`src/rtl/ctrl_decode_pipe_if.sv`:
```
// ID-side decode/issue bundle for ctrl_decode_pipe: instruction fields and
// hazard inputs in, D-stage and ID/EX control outputs back.
interface ctrl_decode_pipe_if #(
  parameter int ALU_CTRL_W = 4
);
  logic                  instr_valid_i;
  logic [5:0]            op_i;
  logic [5:0]            funct_i;
  logic                  stall_i;
  logic                  flush_i;

  logic                  branch_d;
  logic                  bne_d;
  logic                  jump_d;
  logic                  jr_d;
  logic                  illegal_d;
  logic                  stall_o;
  logic                  muldiv_busy_o;

  logic                  reg_write_e;
  logic                  mem_to_reg_e;
  logic                  mem_write_e;
  logic                  alu_src_e;
  logic                  zero_ext_e;
  logic                  link_e;
  logic                  illegal_e;
  logic [ALU_CTRL_W-1:0] alu_ctrl_e;
  logic [1:0]            reg_dst_e;
  logic [1:0]            hilo_rd_e;
  logic                  muldiv_start_e;
  logic [1:0]            muldiv_op_e;

  modport master (
    output instr_valid_i, op_i, funct_i, stall_i, flush_i,
    input  branch_d, bne_d, jump_d, jr_d, illegal_d, stall_o, muldiv_busy_o,
    input  reg_write_e, mem_to_reg_e, mem_write_e, alu_src_e, zero_ext_e,
    input  link_e, illegal_e, alu_ctrl_e, reg_dst_e, hilo_rd_e,
    input  muldiv_start_e, muldiv_op_e
  );

  modport slave (
    input  instr_valid_i, op_i, funct_i, stall_i, flush_i,
    output branch_d, bne_d, jump_d, jr_d, illegal_d, stall_o, muldiv_busy_o,
    output reg_write_e, mem_to_reg_e, mem_write_e, alu_src_e, zero_ext_e,
    output link_e, illegal_e, alu_ctrl_e, reg_dst_e, hilo_rd_e,
    output muldiv_start_e, muldiv_op_e
  );
endinterface

```
`src/rtl/ctrl_decode_pipe.sv`:
```
// MIPS ID-stage decoder: combinational branch/jump controls, registered ID/EX
// control bundle, and a mult/div busy sequencer that stalls HI/LO dependents.
module ctrl_decode_pipe #(
  parameter int ALU_CTRL_W = 4,
  parameter int MULDIV_LAT = 32
) (
  input  logic            clk,
  input  logic            rst_n,
  ctrl_decode_pipe_if.slave bus
);

  localparam int CW = $clog2(MULDIV_LAT + 1);

  typedef struct packed {
    logic                  rw;
    logic                  m2r;
    logic                  mw;
    logic                  asrc;
    logic                  zx;
    logic                  lnk;
    logic                  ill;
    logic [ALU_CTRL_W-1:0] alu;
    logic [1:0]            rdst;
    logic [1:0]            hilo;
    logic                  start;
    logic [1:0]            mop;
  } ctrl_t;

  typedef enum logic {S_IDLE, S_BUSY} state_t;

  ctrl_t   w_dec;
  ctrl_t   r_e;
  logic [3:0] w_alu4;
  logic    w_branch, w_bne, w_jump, w_jr, w_ill;
  logic    w_bubble, w_issue_md, w_stall;
  state_t  r_state, w_state_nxt;
  logic [CW-1:0] r_cnt, w_cnt_nxt;

  always_comb begin
    w_dec    = '0;
    w_alu4   = '0;
    w_branch = 1'b0;
    w_bne    = 1'b0;
    w_jump   = 1'b0;
    w_jr     = 1'b0;
    w_ill    = 1'b0;
    if (bus.instr_valid_i) begin
      case (bus.op_i)
        6'b000000: begin
          case (bus.funct_i)
            6'b100000, 6'b100001: begin w_dec.rw = 1'b1; w_dec.rdst = 2'b01; w_alu4 = 4'b0000; end
            6'b100010, 6'b100011: begin w_dec.rw = 1'b1; w_dec.rdst = 2'b01; w_alu4 = 4'b0001; end
            6'b100100: begin w_dec.rw = 1'b1; w_dec.rdst = 2'b01; w_alu4 = 4'b0010; end
            6'b100101: begin w_dec.rw = 1'b1; w_dec.rdst = 2'b01; w_alu4 = 4'b0011; end
            6'b100110: begin w_dec.rw = 1'b1; w_dec.rdst = 2'b01; w_alu4 = 4'b0100; end
            6'b100111: begin w_dec.rw = 1'b1; w_dec.rdst = 2'b01; w_alu4 = 4'b0101; end
            6'b101010: begin w_dec.rw = 1'b1; w_dec.rdst = 2'b01; w_alu4 = 4'b0110; end
            6'b000100: begin w_dec.rw = 1'b1; w_dec.rdst = 2'b01; w_alu4 = 4'b0111; end
            6'b000110: begin w_dec.rw = 1'b1; w_dec.rdst = 2'b01; w_alu4 = 4'b1000; end
            6'b000111: begin w_dec.rw = 1'b1; w_dec.rdst = 2'b01; w_alu4 = 4'b1001; end
            6'b001000: w_jr = 1'b1;
            6'b010000: begin w_dec.rw = 1'b1; w_dec.rdst = 2'b01; w_dec.hilo = 2'b01; end
            6'b010010: begin w_dec.rw = 1'b1; w_dec.rdst = 2'b01; w_dec.hilo = 2'b10; end
            6'b011000, 6'b011001, 6'b011010, 6'b011011: begin
              w_dec.start = 1'b1;
              w_dec.mop   = bus.funct_i[1:0];
            end
            default: w_ill = 1'b1;
          endcase
        end
        6'b001000, 6'b001001: begin w_dec.rw = 1'b1; w_dec.asrc = 1'b1; w_alu4 = 4'b0000; end
        6'b001010: begin w_dec.rw = 1'b1; w_dec.asrc = 1'b1; w_alu4 = 4'b0110; end
        6'b001100: begin w_dec.rw = 1'b1; w_dec.asrc = 1'b1; w_dec.zx = 1'b1; w_alu4 = 4'b0010; end
        6'b001101: begin w_dec.rw = 1'b1; w_dec.asrc = 1'b1; w_dec.zx = 1'b1; w_alu4 = 4'b0011; end
        6'b001110: begin w_dec.rw = 1'b1; w_dec.asrc = 1'b1; w_dec.zx = 1'b1; w_alu4 = 4'b0100; end
        6'b001111: begin w_dec.rw = 1'b1; w_dec.asrc = 1'b1; w_alu4 = 4'b1010; end
        6'b100011: begin w_dec.rw = 1'b1; w_dec.asrc = 1'b1; w_dec.m2r = 1'b1; end
        6'b101011: begin w_dec.asrc = 1'b1; w_dec.mw = 1'b1; end
        6'b000100: begin w_branch = 1'b1; w_alu4 = 4'b0001; end
        6'b000101: begin w_branch = 1'b1; w_bne = 1'b1; w_alu4 = 4'b0001; end
        6'b000010: w_jump = 1'b1;
        6'b000011: begin
          w_jump    = 1'b1;
          w_dec.rw  = 1'b1;
          w_dec.rdst = 2'b10;
          w_dec.lnk = 1'b1;
        end
        default: w_ill = 1'b1;
      endcase
    end
    w_dec.alu = ALU_CTRL_W'(w_alu4);
    w_dec.ill = w_ill;
  end

  // Only HI/LO producers and consumers wait on the sequencer; all else flows.
  assign w_stall    = (r_state == S_BUSY) && (w_dec.start || (w_dec.hilo != 2'b00));
  assign w_bubble   = bus.flush_i || bus.stall_i || w_stall;
  assign w_issue_md = w_dec.start && !w_bubble;

  always_ff @(posedge clk or negedge rst_n) begin
    if (!rst_n) begin
      r_e <= '0;
    end else if (w_bubble) begin
      r_e <= '0;
    end else begin
      r_e <= w_dec;
    end
  end

  always_ff @(posedge clk or negedge rst_n) begin
    if (!rst_n) begin
      r_state <= S_IDLE;
      r_cnt   <= '0;
    end else begin
      r_state <= w_state_nxt;
      r_cnt   <= w_cnt_nxt;
    end
  end

  always_comb begin
    w_state_nxt = r_state;
    w_cnt_nxt   = r_cnt;
    case (r_state)
      S_IDLE: begin
        if (w_issue_md) begin
          w_state_nxt = S_BUSY;
          w_cnt_nxt   = CW'(MULDIV_LAT);
        end
      end
      S_BUSY: begin
        w_cnt_nxt = r_cnt - CW'(1);
        if (r_cnt == CW'(1)) w_state_nxt = S_IDLE;
      end
      default: w_state_nxt = S_IDLE;
    endcase
  end

  assign bus.branch_d       = w_branch;
  assign bus.bne_d          = w_bne;
  assign bus.jump_d         = w_jump;
  assign bus.jr_d           = w_jr;
  assign bus.illegal_d      = w_ill;
  assign bus.stall_o        = w_stall;
  assign bus.muldiv_busy_o  = (r_state == S_BUSY);

  assign bus.reg_write_e    = r_e.rw;
  assign bus.mem_to_reg_e   = r_e.m2r;
  assign bus.mem_write_e    = r_e.mw;
  assign bus.alu_src_e      = r_e.asrc;
  assign bus.zero_ext_e     = r_e.zx;
  assign bus.link_e         = r_e.lnk;
  assign bus.illegal_e      = r_e.ill;
  assign bus.alu_ctrl_e     = r_e.alu;
  assign bus.reg_dst_e      = r_e.rdst;
  assign bus.hilo_rd_e      = r_e.hilo;
  assign bus.muldiv_start_e = r_e.start;
  assign bus.muldiv_op_e    = r_e.mop;

endmodule
```
`src/flat_wrapper.sv`:
```
// flat-port wrapper written by rule: the top's interface ports become plain ports
module ctrl_decode_pipe_flat 
#(
  parameter int ALU_CTRL_W = 4,
  parameter int MULDIV_LAT = 32
)
  (clk, rst_n, bus_instr_valid_i, bus_op_i, bus_funct_i, bus_stall_i, bus_flush_i, bus_branch_d, bus_bne_d, bus_jump_d, bus_jr_d, bus_illegal_d, bus_stall_o, bus_muldiv_busy_o, bus_reg_write_e, bus_mem_to_reg_e, bus_mem_write_e, bus_alu_src_e, bus_zero_ext_e, bus_link_e, bus_illegal_e, bus_alu_ctrl_e, bus_reg_dst_e, bus_hilo_rd_e, bus_muldiv_start_e, bus_muldiv_op_e);
  ctrl_decode_pipe_if #(.ALU_CTRL_W(ALU_CTRL_W)) bus_i ();
  input  logic clk;
  input  logic rst_n;
  input wire logic [$bits(bus_i.instr_valid_i)-1:0] bus_instr_valid_i;
  input wire logic [$bits(bus_i.op_i)-1:0] bus_op_i;
  input wire logic [$bits(bus_i.funct_i)-1:0] bus_funct_i;
  input wire logic [$bits(bus_i.stall_i)-1:0] bus_stall_i;
  input wire logic [$bits(bus_i.flush_i)-1:0] bus_flush_i;
  output wire logic [$bits(bus_i.branch_d)-1:0] bus_branch_d;
  output wire logic [$bits(bus_i.bne_d)-1:0] bus_bne_d;
  output wire logic [$bits(bus_i.jump_d)-1:0] bus_jump_d;
  output wire logic [$bits(bus_i.jr_d)-1:0] bus_jr_d;
  output wire logic [$bits(bus_i.illegal_d)-1:0] bus_illegal_d;
  output wire logic [$bits(bus_i.stall_o)-1:0] bus_stall_o;
  output wire logic [$bits(bus_i.muldiv_busy_o)-1:0] bus_muldiv_busy_o;
  output wire logic [$bits(bus_i.reg_write_e)-1:0] bus_reg_write_e;
  output wire logic [$bits(bus_i.mem_to_reg_e)-1:0] bus_mem_to_reg_e;
  output wire logic [$bits(bus_i.mem_write_e)-1:0] bus_mem_write_e;
  output wire logic [$bits(bus_i.alu_src_e)-1:0] bus_alu_src_e;
  output wire logic [$bits(bus_i.zero_ext_e)-1:0] bus_zero_ext_e;
  output wire logic [$bits(bus_i.link_e)-1:0] bus_link_e;
  output wire logic [$bits(bus_i.illegal_e)-1:0] bus_illegal_e;
  output wire logic [$bits(bus_i.alu_ctrl_e)-1:0] bus_alu_ctrl_e;
  output wire logic [$bits(bus_i.reg_dst_e)-1:0] bus_reg_dst_e;
  output wire logic [$bits(bus_i.hilo_rd_e)-1:0] bus_hilo_rd_e;
  output wire logic [$bits(bus_i.muldiv_start_e)-1:0] bus_muldiv_start_e;
  output wire logic [$bits(bus_i.muldiv_op_e)-1:0] bus_muldiv_op_e;
  assign bus_i.instr_valid_i = bus_instr_valid_i;
  assign bus_i.op_i = bus_op_i;
  assign bus_i.funct_i = bus_funct_i;
  assign bus_i.stall_i = bus_stall_i;
  assign bus_i.flush_i = bus_flush_i;
  assign bus_branch_d = bus_i.branch_d;
  assign bus_bne_d = bus_i.bne_d;
  assign bus_jump_d = bus_i.jump_d;
  assign bus_jr_d = bus_i.jr_d;
  assign bus_illegal_d = bus_i.illegal_d;
  assign bus_stall_o = bus_i.stall_o;
  assign bus_muldiv_busy_o = bus_i.muldiv_busy_o;
  assign bus_reg_write_e = bus_i.reg_write_e;
  assign bus_mem_to_reg_e = bus_i.mem_to_reg_e;
  assign bus_mem_write_e = bus_i.mem_write_e;
  assign bus_alu_src_e = bus_i.alu_src_e;
  assign bus_zero_ext_e = bus_i.zero_ext_e;
  assign bus_link_e = bus_i.link_e;
  assign bus_illegal_e = bus_i.illegal_e;
  assign bus_alu_ctrl_e = bus_i.alu_ctrl_e;
  assign bus_reg_dst_e = bus_i.reg_dst_e;
  assign bus_hilo_rd_e = bus_i.hilo_rd_e;
  assign bus_muldiv_start_e = bus_i.muldiv_start_e;
  assign bus_muldiv_op_e = bus_i.muldiv_op_e;
  ctrl_decode_pipe #(.ALU_CTRL_W(ALU_CTRL_W), .MULDIV_LAT(MULDIV_LAT)) u_core (.clk(clk), .rst_n(rst_n), .bus(bus_i));
endmodule
```
`config.mk`:
```
export PLATFORM = sky130hd
export DESIGN_NAME = ctrl_decode_pipe_flat
export DESIGN_NICKNAME = d
export VERILOG_FILES = /design/src/rtl/ctrl_decode_pipe_if.sv /design/src/rtl/ctrl_decode_pipe.sv /design/src/flat_wrapper.sv
export SDC_FILE = /design/constraint.sdc
export NUM_CORES = 1
export LEC_CHECK = 0
export CORE_MARGIN = 4
export CORE_UTILIZATION = 50
export DETAILED_ROUTE_END_ITERATION = 6
export PLACE_DENSITY = 0.84
export SLEW_MARGIN = 20
export SYNTH_ARGS = -nofsm -noshare
export SYNTH_HDL_FRONTEND = slang
export SYNTH_SLANG_ARGS = --single-unit
```
`constraint.sdc`:
```
create_clock -name clk -period 3.9 [get_ports clk]
set_input_delay 0.78 -clock clk [delete_from_list [all_inputs] [get_ports clk]]
set_output_delay 0.78 -clock clk [all_outputs]
set_load 0.1 [all_outputs]
```
Word level (Yosys, flattened, before mapping)
Cells that the tools add are included.
{"block": "word_totals", "out_inout_bits": 25, "input_bits": 17, "ff_bits": 25}
{"block": "op_classes", "bitwise": 1, "add_sub_neg": 1, "n_reduce_logical": 18, "muxes": 35, "n_eq_ne": 34}
{"op": "== test 6 bit, second input constant", "n": 11}
{"op": "== test 6 x 4 -> 1 bit, second input constant", "n": 8}
{"op": "== test 6 x 5 -> 1 bit, second input constant", "n": 6}
{"op": "one-hot mux 4 bit (9 select lines)", "n": 1}
{"op": "== test 6 x 3 -> 1 bit, second input constant", "n": 5}
{"op": "one-hot mux 4 bit (7 select lines)", "n": 1}
{"op": "2-to-1 mux 1 bit", "n": 20}
{"op": "OR reduction 19 bit", "n": 1}
{"op": "2-to-1 mux 18 bit", "n": 1}
{"op": "OR reduction 9 bit", "n": 2}
{"op": "OR reduction 14 bit", "n": 1}
{"op": "OR reduction 13 bit", "n": 1}
{"op": "== test 6 x 2 -> 1 bit, second input constant", "n": 2}
{"op": "2-to-1 mux 6 bit", "n": 2}
{"op": "one-hot mux 6 bit (2 select lines)", "n": 1}
{"op": "one-hot mux 2 bit (2 select lines)", "n": 2}
{"op": "2-to-1 mux 7 bit", "n": 1}
{"op": "== test 6 x 1 -> 1 bit, second input constant", "n": 1}
{"op": "zero test 6 bit", "n": 1}
{"op": "one-hot mux 1 bit (2 select lines)", "n": 3}
{"op": "OR reduction 2 bit", "n": 3}
{"op": "subtractor 6 x 1 -> 6 bit, second input constant", "n": 1}
{"op": "2-to-1 mux 5 bit", "n": 1}
{"op": "2-to-1 mux 4 bit", "n": 1}
{"op": "other kinds (9)", "n": 12}

Depth between registers and ports, before layout
{"block": "depth", "word_depth": 13, "depth_mapped": 6, "depth_no_buf": 6}

Worst setup path after synthesis
OpenSTA, ideal clock, no wires.
{"block": "synth_path", "path_type": "input port to output port", "startpoint": "input port bus_op_i[5]", "endpoint": "output port bus_jr_d", "required_time_ns": 3.120, "t_arrival_ns": 4.109, "path_stages": 3, "path_slack_ns": -0.989, "path_buffers": 0, "path_cell_list": "nor4_4 nand2_1 nor4_1"}
{"block": "synth_via", "elab_chain_cells": 3}
{"element": "from (decl)", "line_no": "flat_wrapper.sv:12", "source": "input wire logic [$bits(bus_i.op_i)-1:0] bus_op_i;"}
{"element": "zero test 6 bit", "line_no": "ctrl_decode_pipe.sv:48", "source": "case (bus.op_i)"}
{"element": "2-to-1 mux 1 bit", "line_no": "ctrl_decode_pipe.sv:48"}
{"element": "2-to-1 mux 1 bit", "line_no": "ctrl_decode_pipe.sv:47", "source": "if (bus.instr_valid_i) begin"}
{"element": "to (decl)", "line_no": "flat_wrapper.sv:19", "source": "output wire logic [$bits(bus_i.jr_d)-1:0] bus_jr_d;"}
Every way passes these cells.

Worst setup path after layout
{"block": "layout_path", "startpoint": "input port bus_funct_i[3]", "endpoint": "output port bus_illegal_d"}
{"block": "layout_via", "elab_chain_cells": 5, "word_cells_on_any_way": 23, "classes_between": "eq/ne: 19; mux: 3; reduce/logical: 1"}
{"element": "from (decl)", "line_no": "flat_wrapper.sv:13", "source": "input wire logic [$bits(bus_i.funct_i)-1:0] bus_funct_i;"}
{"element": "== test 6 bit, or another cell as far along", "line_no": "ctrl_decode_pipe.sv:50", "source": "case (bus.funct_i)"}
{"element": "OR reduction 19 bit (no line) (*)"}
{"element": "2-to-1 mux 1 bit (*)", "line_no": "ctrl_decode_pipe.sv:50"}
{"element": "one-hot mux 1 bit (2 select lines) (*)", "line_no": "ctrl_decode_pipe.sv:48"}
{"element": "2-to-1 mux 1 bit (*)", "line_no": "ctrl_decode_pipe.sv:47"}
{"element": "to (decl)", "line_no": "flat_wrapper.sv:20", "source": "output wire logic [$bits(bus_i.illegal_d)-1:0] bus_illegal_d;"}
Every way passes the cells marked *; elsewhere a longest branch is shown, timed or not.

==> flow_metrics.tcl <==
set metrics [dict create \
    yosysTopAreaCell "dfrtp_1" \
    cp-startpoint "bus_funct_i[3]" \
    period_share_pct 88.0 \
    fin_nets 220 \
    setup_violations 0 \
    postCtsSetupBuffers 0 \
    vias_per_cell 5.52 \
    ios 42 \
    clock-sinks 25 \
    grt_util_met2_pct 31.7 \
    r2r_cells 4 \
    period_needed_ns 3.43 \
    cap_violations 0 \
    status "finished clean" \
    synthToLayoutAreaGrowth_pct 35.4 \
    cts_buffers 3 \
    busiest_layer "met2" \
    core_um2 2760 \
    cp-start-kind "input pin" \
    critPathMaxStageDelay_ns 0.60 \
    irDropWorstVdd_uv 222 \
    synthFlopType "dfrtp_1" \
    synth_cell_types 44 \
    r2r_start "u_core.bus.muldiv_busy_o" \
    tritoncts "built" \
    die_area_um2 3820 \
    final_util_pct 71.1 \
    routedWlPerCell_um 13.9 \
    regArea_um2 626 \
    final_area_um2 1960 \
    reg2reg_to "u_core.bus.mem_to_reg_e" \
    syn_area_per_cell_um2 9.00 \
    synth.most_common_cell "dfrtp_1" \
    maxSlewHeadroom_pct 34.1 \
    cts_resized 0 \
    skew_ns 0.0104 \
    fillerInstances 217 \
    multi_input_area_um2 773 \
    cts-root-buf "clkbuf_4" \
    cts_max_path_buffers 2 \
    met1_usage_pct 25.4 \
    drc_errors 0 \
    synth_edf_count 0 \
    worst_hold_slack_ns 0.423 \
    clock_latency_ns 0.31 \
    via_count 1275 \
    critical_path.cell_chain "clkdlybuf4s50_1 -> or3b_2 -> o221a_2 -> o32ai_1 -> a211oi_2 -> buf_12" \
    netlist_top_cells_count "25 x dfrtp_1, 20 x nor2_1, 11 x a21oi_1" \
    path_clk_slew_ns 0.12 \
    finalPower_mw 0.482 \
    arrival_ns 2.65 \
    p_leak_nw 0.813 \
    netlist_area_um2 1450 \
    yosysWarnings 0 \
    layout-drive-gt1-share_pct 11.5 \
    setup_tns_ns 0 \
    die_y_um 61.8 \
    r2r_slack_ns 2.36 \
    netlist_instances 161 \
    grt_pass1_vias 1229 \
    cts_hold_buffers 0 \
    dr.pass1.iters 4 \
    die_x_um 61.8 \
    cp_slowest_cell "clkdlybuf4s50_1" \
    globalRouteOverflowTotal 0 \
    gp_congestion 0.830 \
    path_class "in2out" \
    diodes 0 \
    async_reset_ff_share_pct 100 \
    antenna_found_initial 0 \
    crit_required_ns 3.12 \
    ant_nets 0 \
    final_hold_viol_count 0 \
    cp-endpoint "bus_illegal_d" \
    start_util_pct 52.5 \
    grt_max_degree 26 \
    totalWireLength_um 3200 \
    synthTopCellsByArea "dfrtp_1 43%, nor2_1 5.2%, a21oi_1 3.8%, o21ai_0 3.1%, nand2b_1 3.0%" \
    dp_hpwl_um 2570 \
    path_max_fanout 13 \
    tightest_slew_ns 0.986 \
    port_buffers 41 \
    synth_top_area_share_pct 43.2 \
    hold_path.class "in2async" \
    dpl_cell_area_um2 1940 \
    rows 19 \
    drt_iter0_markers 51 \
    htreeDepth 1 \
    powerDensity_nw_per_um2 246 \
    end_kind "output pin" \
    track_usage_pct 19.2 \
    fmax_mhz 291 \
    synth-seq-cells 25 \
    grt_pass1_wl_um 5450 \
    rsz0062_at_grt "no" \
    synth_seq_area_share_pct 43.2 \
    syn_nets 180 \
    met3_usage_pct 1.86 \
    drv_slew 0 \
]
-- sequential cells by signal, summed over array words and instances (netlist names) --
| signal | count |
|---|---|
| u_core.bus.mem_to_reg_e | 1 |
| u_core.bus.reg_dst_e | 2 |
| u_core.bus.muldiv_op_e | 2 |
| u_core.bus.link_e | 1 |
| u_core.bus.mem_write_e | 1 |
| u_core.bus.zero_ext_e | 1 |
| u_core.bus.hilo_rd_e | 2 |
| u_core.bus.illegal_e | 1 |
| u_core.bus.alu_src_e | 1 |
| u_core.bus.muldiv_start_e | 1 |
| u_core.bus.alu_ctrl_e | 4 |
| u_core.r_cnt | 6 |
| u_core.bus.muldiv_busy_o | 1 |
| u_core.bus.reg_write_e | 1 |
-- cell usage in the layout, fill, tap and decap left out, types with 5 or more instances in the layout --
cell	count
and2_1	5
a21oi_1	11
buf_12	5
nor3_1	6
nor2_1	20
o21ai_0	9
inv_1	8
clkdlybuf4s50_1	34
xnor2_1	5
nand2_1	10
dfrtp_1	25
nand2b_1	7
-- metrics by stage --
stage,setup WS (ns),instances
floorplan,0.167,161
global placement,0.536,227
detailed placement,0.469,227
CTS,0.473,231
global route,0.385,231
finish,0.469,231
-- kinds of logic after synthesis --
family / Yosys count / share of synthesized area, %
simple gates: 78 / 32.0
xor+xnor: 7 / 4.23
fa+ha+maj: 2 / 1.73
mux: 3 / 2.07
flops: 25 / 43.2
buf+inv: 16 / 4.58
compound gates: 30 / 12.3
-- area by class of cell --
type,instances,area share (%)
timing repair buffer,43,23.9
clock buffer,4,1.34
inverter,8,1.53
multi-input combinational,120,39.4
tap,31,1.98
sequential,25,31.9
-- power by group --
group	total [mW]	switching [mW]	internal [mW]
Clock	0.109	0.0686	0.0400
Combinational	0.105	0.0639	0.0411
Sequential	0.269	0.00438	0.264
Total	0.482	0.137	0.345
-- critical path, delay by kind of cell --
| kind | cells | cell delay (ns) |
|---|---|---|
| compound gates | 3 | 0.56 |
| buf+inv | 2 | 0.79 |
| simple gates | 1 | 0.52 |
-- routing by layer --
layer / routed length, um / vias to the layer above
li1: - / 644
met1: 1460 / 588
met2: 1550 / 37
met3: 126 / 6
met4: 60 / 0
met5: 0 / -
-- how the worst min path moves through the flow --
stage / cells after the start / end / slack [ns] / start
global placement: 2 / u_core.r_cnt[5] / 0.51 / u_core.r_cnt[5]
finish: 1 / u_core.r_cnt[2] / 0.42 / rst_n
floorplan: 0 / u_core.bus.alu_ctrl_e[0] / 0.48 / rst_n
CTS: 1 / u_core.r_cnt[0] / 0.56 / u_core.r_cnt[0]
global route: 1 / u_core.bus.link_e / 0.46 / rst_n
detailed placement: 2 / u_core.r_cnt[5] / 0.53 / u_core.r_cnt[5]
Power figures use the tool's default switching activity.
